**src/rtl/sa_request_gen.sv**
```systemverilog
// Switch-allocation request stage: per input picks one credit-eligible VC round-robin, requests its output port, consumes grants.
// Latency: request->pop 0 cycles (combinational on grants); grant->xbar_valid 1 cycle; credit_in->eligibility 1 cycle.
// Backpressure: a VC whose downstream (output, out-VC) counter is 0 is never requested; credits return via credit_in pulses.
module sa_request_gen #(
    parameter int NUM_PORTS = 4,
    parameter int NUM_VCS   = 2,
    parameter int BUF_DEPTH = 4,
    localparam int PW = (NUM_PORTS > 1) ? $clog2(NUM_PORTS) : 1,
    localparam int VW = (NUM_VCS > 1) ? $clog2(NUM_VCS) : 1,
    localparam int CW = $clog2(BUF_DEPTH + 1)
) (
    input  logic                            clk,
    input  logic                            reset,
    input  logic [NUM_PORTS*NUM_VCS-1:0]    vc_valid,
    input  logic [NUM_PORTS*NUM_VCS*PW-1:0] vc_route,
    input  logic [NUM_PORTS*NUM_VCS*VW-1:0] vc_outvc,
    input  logic [NUM_PORTS*NUM_VCS-1:0]    credit_in,
    input  logic [NUM_PORTS*NUM_PORTS-1:0]  grants,
    output logic [NUM_PORTS*NUM_PORTS-1:0]  requests,
    output logic [NUM_PORTS*NUM_VCS-1:0]    pop,
    output logic [NUM_PORTS-1:0]            xbar_valid,
    output logic [NUM_PORTS*PW-1:0]         xbar_sel,
    output logic                            credit_err
);

    // Unpacked views of the flat input buses
    logic [PW-1:0]        route_a   [NUM_PORTS][NUM_VCS];
    logic [VW-1:0]        outvc_a   [NUM_PORTS][NUM_VCS];

    // Registered state
    logic [CW-1:0]        credit_q  [NUM_PORTS][NUM_VCS];
    logic [VW-1:0]        rr_ptr_q  [NUM_PORTS];
    logic [NUM_PORTS-1:0] xbar_valid_q;
    logic [PW-1:0]        xbar_sel_q [NUM_PORTS];
    logic                 credit_err_q;

    // Combinational selection / grant decode
    logic [NUM_VCS-1:0]   elig      [NUM_PORTS];
    logic [NUM_PORTS-1:0] has_req;
    logic [VW-1:0]        sel       [NUM_PORTS];
    logic [VW-1:0]        next_ptr  [NUM_PORTS];
    logic [PW-1:0]        sel_route [NUM_PORTS];
    logic [VW-1:0]        sel_outvc [NUM_PORTS];
    logic [NUM_PORTS-1:0] req_row   [NUM_PORTS];
    logic [NUM_PORTS-1:0] win;
    logic [NUM_VCS-1:0]   debit     [NUM_PORTS];
    logic [NUM_PORTS-1:0] xbar_set;
    logic [PW-1:0]        xbar_src  [NUM_PORTS];

    // Slice flat buses and mark VCs that hold a flit and have a downstream credit
    always_comb begin
        for (int p = 0; p < NUM_PORTS; p++) begin
            elig[p] = '0;
            for (int v = 0; v < NUM_VCS; v++) begin
                route_a[p][v] = vc_route[(p*NUM_VCS+v)*PW +: PW];
                outvc_a[p][v] = vc_outvc[(p*NUM_VCS+v)*VW +: VW];
                elig[p][v]    = vc_valid[p*NUM_VCS+v] &&
                                (credit_q[route_a[p][v]][outvc_a[p][v]] != '0);
            end
        end
    end

    // Round-robin pick: first eligible VC starting at rr_ptr, wrapping
    always_comb begin
        for (int p = 0; p < NUM_PORTS; p++) begin
            has_req[p] = 1'b0;
            sel[p]     = '0;
            for (int k = 0; k < NUM_VCS; k++) begin
                for (int v = 0; v < NUM_VCS; v++) begin
                    if (!has_req[p] && elig[p][v] &&
                        (v == (int'(rr_ptr_q[p]) + k) % NUM_VCS)) begin
                        has_req[p] = 1'b1;
                        sel[p]     = VW'(v);
                    end
                end
            end
            sel_route[p] = route_a[p][sel[p]];
            sel_outvc[p] = outvc_a[p][sel[p]];
            next_ptr[p]  = (sel[p] == VW'(NUM_VCS - 1)) ? '0 : sel[p] + 1'b1;
        end
    end

    // Request rows and grant matching; a grant only counts when it equals a non-empty request row
    always_comb begin
        for (int p = 0; p < NUM_PORTS; p++) begin
            req_row[p] = '0;
            for (int o = 0; o < NUM_PORTS; o++) begin
                req_row[p][o] = reset && has_req[p] && (sel_route[p] == PW'(o));
            end
            win[p] = (req_row[p] != '0) &&
                     (grants[p*NUM_PORTS +: NUM_PORTS] == req_row[p]);
        end
    end

    // Per-output effects of the winners: credit debit and crossbar source
    always_comb begin
        for (int o = 0; o < NUM_PORTS; o++) begin
            debit[o]    = '0;
            xbar_set[o] = 1'b0;
            xbar_src[o] = '0;
            for (int p = 0; p < NUM_PORTS; p++) begin
                if (win[p] && (sel_route[p] == PW'(o))) begin
                    xbar_set[o] = 1'b1;
                    xbar_src[o] = PW'(p);
                    for (int v = 0; v < NUM_VCS; v++) begin
                        if (sel_outvc[p] == VW'(v)) begin
                            debit[o][v] = 1'b1;
                        end
                    end
                end
            end
        end
    end

    // Flatten outputs
    always_comb begin
        requests = '0;
        pop      = '0;
        xbar_sel = '0;
        for (int p = 0; p < NUM_PORTS; p++) begin
            requests[p*NUM_PORTS +: NUM_PORTS] = req_row[p];
            xbar_sel[p*PW +: PW]               = xbar_sel_q[p];
            for (int v = 0; v < NUM_VCS; v++) begin
                pop[p*NUM_VCS+v] = win[p] && (sel[p] == VW'(v));
            end
        end
    end

    assign xbar_valid = xbar_valid_q;
    assign credit_err = credit_err_q;

    // Downstream credit counters; simultaneous debit and return cancel out, a return at full credit is an error
    always_ff @(posedge clk or negedge reset) begin
        if (!reset) begin
            for (int o = 0; o < NUM_PORTS; o++) begin
                for (int v = 0; v < NUM_VCS; v++) begin
                    credit_q[o][v] <= CW'(BUF_DEPTH);
                end
            end
            credit_err_q <= 1'b0;
        end else begin
            for (int o = 0; o < NUM_PORTS; o++) begin
                for (int v = 0; v < NUM_VCS; v++) begin
                    case ({debit[o][v], credit_in[o*NUM_VCS+v]})
                        2'b10: begin
                            if (credit_q[o][v] != '0) begin
                                credit_q[o][v] <= credit_q[o][v] - 1'b1;
                            end
                        end
                        2'b01: begin
                            if (credit_q[o][v] == CW'(BUF_DEPTH)) begin
                                credit_err_q <= 1'b1;
                            end else begin
                                credit_q[o][v] <= credit_q[o][v] + 1'b1;
                            end
                        end
                        default: begin
                        end
                    endcase
                end
            end
        end
    end

    // Round-robin pointers advance past the winning VC only on a matched grant
    always_ff @(posedge clk or negedge reset) begin
        if (!reset) begin
            for (int p = 0; p < NUM_PORTS; p++) begin
                rr_ptr_q[p] <= '0;
            end
        end else begin
            for (int p = 0; p < NUM_PORTS; p++) begin
                if (win[p]) begin
                    rr_ptr_q[p] <= next_ptr[p];
                end
            end
        end
    end

    // Crossbar configuration for next-cycle traversal; select holds when an output idles
    always_ff @(posedge clk or negedge reset) begin
        if (!reset) begin
            xbar_valid_q <= '0;
            for (int o = 0; o < NUM_PORTS; o++) begin
                xbar_sel_q[o] <= '0;
            end
        end else begin
            xbar_valid_q <= xbar_set;
            for (int o = 0; o < NUM_PORTS; o++) begin
                if (xbar_set[o]) begin
                    xbar_sel_q[o] <= xbar_src[o];
                end
            end
        end
    end

endmodule

```
**config.mk**
```make
export PLATFORM = sky130hd
export DESIGN_NAME = sa_request_gen
export DESIGN_NICKNAME = d
export VERILOG_FILES = /design/src/rtl/sa_request_gen.sv
export SDC_FILE = /design/constraint.sdc
export NUM_CORES = 1
export LEC_CHECK = 0
export CAP_MARGIN = 20
export CORE_AREA = 5 5 94 96
export CTS_BUF_LIST = sky130_fd_sc_hd__clkbuf_16
export CTS_CLUSTER_SIZE = 20
export DETAILED_ROUTE_END_ITERATION = 6
export DIE_AREA = 0 0 99 101
export DONT_BUFFER_PORTS = 1
export PLACE_DENSITY = 0.87
export RECOVER_POWER = 25
export SLEW_MARGIN = 0
export SYNTH_ARGS = -nofsm -noshare
export SYNTH_HDL_FRONTEND = slang
export SYNTH_SLANG_ARGS = --single-unit
```
**constraint.sdc**
```tcl
create_clock -name clk -period 6.3 [get_ports clk]
set_input_delay 1.89 -clock clk [delete_from_list [all_inputs] [get_ports clk]]
set_output_delay 1.89 -clock clk [all_outputs]
set_load 0.01 [all_outputs]
```
==> impl_metrics.env <==
export IMPL_pwr_share_clk_pct=19.1
export IMPL_root_buffer="clkbuf_16"
export IMPL_place_hpwl_microns=11700
export IMPL_crit_arrival_ps=4230
export IMPL_path_buf_inv=1
export IMPL_critPathLaunchType="input pin"
export IMPL_synth_nets=674
export IMPL_avgSynthCellArea_sq_um=8.12
export IMPL_postSynthCellCount=596
export IMPL_gr_total_overflow=0
export IMPL_insertion_delay_ps=290
export IMPL_start_util_pct=60.8
export IMPL_clk_pin_slew_ps=60
export IMPL_drv_cap=0
export IMPL_fin_area_sq_um=5190
export IMPL_grt_pass1_wl_microns=24100
export IMPL_tns_ps=0
export IMPL_yosys_most_used_dff="dfrtp_1"
export IMPL_ys_types=87
export IMPL_critPathTopFamily="simple AND/OR/NAND/NOR gates"
export IMPL_finalCriticalPeriod_ps=6120
export IMPL_syn_area_sq_um=4840
export IMPL_power_share_switching_pct=44.0
export IMPL_critPathKind="in2out"
export IMPL_final_period_utilization_pct=97.1
export IMPL_cts_path_max_buffers=2
export IMPL_die_area_sq_um=10000
export IMPL_drc_errors=0
export IMPL_die_h_microns=101
export IMPL_synth_compound_area_share_pct=22.8
export IMPL_finalWeightedCongestion=0.983
export IMPL_cts_sinks=41
export IMPL_cp_common_cell="mux2_2"
export IMPL_dieWidth_microns=99
export IMPL_setup_viol_count_final=0
export IMPL_powerDensity_nw_per_um2=353
export IMPL_area_growth_pct=7.16
export IMPL_synth_mux_area_share_pct=9.04
export IMPL_viasPerCell=6.84
export IMPL_grt_max_degree=60
export IMPL_synth_edff_count=0
export IMPL_wl_per_cell_microns=21.4
export IMPL_seq_area_frac_synth_pct=21.4
export IMPL_drive_above_1_share_pct=13.3
export IMPL_synthAdderAreaFrac_pct=6.41
export IMPL_path_cells="o2111a_1 -> or4_4 -> o21a_4 -> nor2_8 -> mux2_2 -> nor2b_1 -> mux2_2 -> o2111ai_2 -> nor3_1 -> buf_4"
export IMPL_htree_num_levels=2
export IMPL_placed_cell_area_sq_um=4970
export IMPL_fin_hold_ws_ps=525
export IMPL_skew_ps=8.29
export IMPL_portBuffers=0
export IMPL_crit_fanout=8
export IMPL_postRouteWirelength_microns=15100
export IMPL_grtUsageTotal_pct=30.2
export IMPL_rsz0062_at_grt="false"
export IMPL_synth_seq_cells=41
export IMPL_end_kind="output pin"
export IMPL_nNetsFinal=679
export IMPL_hp_class="reg2reg"
export IMPL_internal_power_mw=1.03
export IMPL_async_reset_ff_share_pct=100
export IMPL_p_seq_share_pct=34.7
export IMPL_firstDrtPassIters=6
export IMPL_max_slew_worst_pin_slew_ps=720
export IMPL_ant_nets=0
export IMPL_relSlewSlack_pct=51.0
export IMPL_coreArea_sq_um=7970
export IMPL_fmax_mhz=163
export IMPL_drtIter0Drc=382
export IMPL_slowest_stage="or4_4"
export IMPL_status="completed"
export IMPL_slew_viol_final=0
export IMPL_final_hold_viol_count=0
export IMPL_utilization_pct=65.1
export IMPL_max_vdd_ir_drop_mv=0.267
export IMPL_synth_top_family_by_area="simple AND/OR/NAND/NOR gates"
export IMPL_p_comb_share_pct=46.1
export IMPL_cts_tree="yes"
export IMPL_p_switching_mw=0.808
export IMPL_synthSimpleGateAreaFrac_pct=30.5
export IMPL_grt_antenna_before_repair=0
export IMPL_num_io_pins=95
export IMPL_critPathRequiredTime_ps=4410
export IMPL_critPathMaxStageDelay_ps=550
export IMPL_totalPowerFinal_mw=1.83
export IMPL_yosysWarnings=0
export IMPL_power_leakage_nw=2.17
export IMPL_num_rows=33
export IMPL_cts_buffers=5
export IMPL_routed_via_count=4836
export IMPL_diodes=0
export IMPL_synthXorXnorAreaFrac_pct=4.34
export IMPL_grt_pass1_vias=4575
==> sequential cells by signal, summed over array words and instances (netlist names) <==
register,cells
credit_err,1
credit_q,24
rr_ptr_q,4
xbar_sel,8
xbar_valid,4
==> per-layer routing <==
layer | vias to the layer above | GRT usage (%) | wire length, microns
li1 | 2202 | - | -
met1 | 2306 | 36.6 | 5580
met2 | 284 | 51.4 | 7240
met3 | 44 | 8.10 | 1760
met4 | 0 | 11.1 | 528
met5 | - | 0 | 0
==> stage by stage <==
step           instances  worst slack, ps
6_report             707              181
5_1_grt              707             16.7
4_1_cts              705             99.3
3_5_place_dp         697              106
3_3_place_gp         697              205
2_1_floorplan        596             56.0
==> repair_timing <==
| item | 4_1_cts | 5_1_grt |
|---|---|---|
| buffers inserted | 0 | 2 |
| hold buffers | 0 | 0 |
| endpoints found under the setup margin | 0 | 3 |
| resized for setup | 0 | 2 |
==> cells in the mapped netlist, drive strengths merged, types with 8 or more instances <==
library cell  count  share of area (%)
mux2             12                2.9
a21oi            34                3.7
a211oi           13                2.5
inv              30                2.3
mux2i            22                4.7
xnor2            16                2.9
nor3             22                2.4
fa                8                3.3
nor4             11                1.7
nand2b            8                1.0
nand3            17                1.8
nand2            69                5.3
clkbuf           14                1.6
dfrtp            33                 17
o21ai            21                2.2
or3              12                1.8
nor2b            23                3.0
xor2              8                1.4
ha               12                3.1
nor2             55                4.6
buf              10                1.5
and2             11                1.4
dfstp             8                4.3
==> area by class of cell <==
type / instances / area (sq um)
clock buffer: 5 / 125
tap: 105 / 131
sequential: 41 / 1040
timing repair buffer: 22 / 165
clock inverter: 3 / 68.8
fill: 644 / 2780
multi-input combinational: 501 / 3550
inverter: 30 / 113
==> cells in the final DEF, fill, tap and decap left out, drive strengths merged, types with 17 or more instances in the layout <==
cell type and n:
nor2 55, nand3 17, buf 22, inv 31, dfrtp 33, nor2b 23, a21oi 34, nor3 22
mux2i 22, o21ai 21, nand2 69
==> path summary, 6_finish.rpt <==
check	depth (start not counted)	slack [ps]	start	end
worst min-delay path	1	530	credit_q[20]	credit_q[20]
worst max register to register	13	1360	credit_q[0]	credit_q[2]
min in group asynchronous	0	1290	reset	rr_ptr_q[0]
max in group asynchronous	0	4820	reset	credit_q[14]
worst max-delay path	10	180	vc_route[8]	pop[5]
worst min register to register	1	530	credit_q[20]	credit_q[20]
==> cell families after synthesis <==
group / count (synthesis)
adder cells (fa/ha/maj): 20
AND/OR/NAND/NOR: 275
buffers and inverters: 54
flip-flops: 41
AO/OA/AOI/OAI: 145
multiplexers: 37
XOR/XNOR: 24
==> power by group through the flow <==
stage                     logic (mW)  registers (mW)  clock network, mW
after global placement         0.776           0.627                  0
final                          0.846           0.637              0.351
after detailed placement       0.819           0.634                  0
after CTS                      0.826           0.630              0.348
after floorplan                0.688           0.541                  0
after global routing           0.930           0.660              0.362
==> worst register-to-register path: cells and delay by family (launching register included) <==
family	cells	cell delay (ps)
simple gates	5	1840
flops	1	470
fa+ha+maj	1	390
compound gates	4	910
mux	2	1070
buf+inv	1	170
No activity file was read; power rests on OpenSTA's default activity.
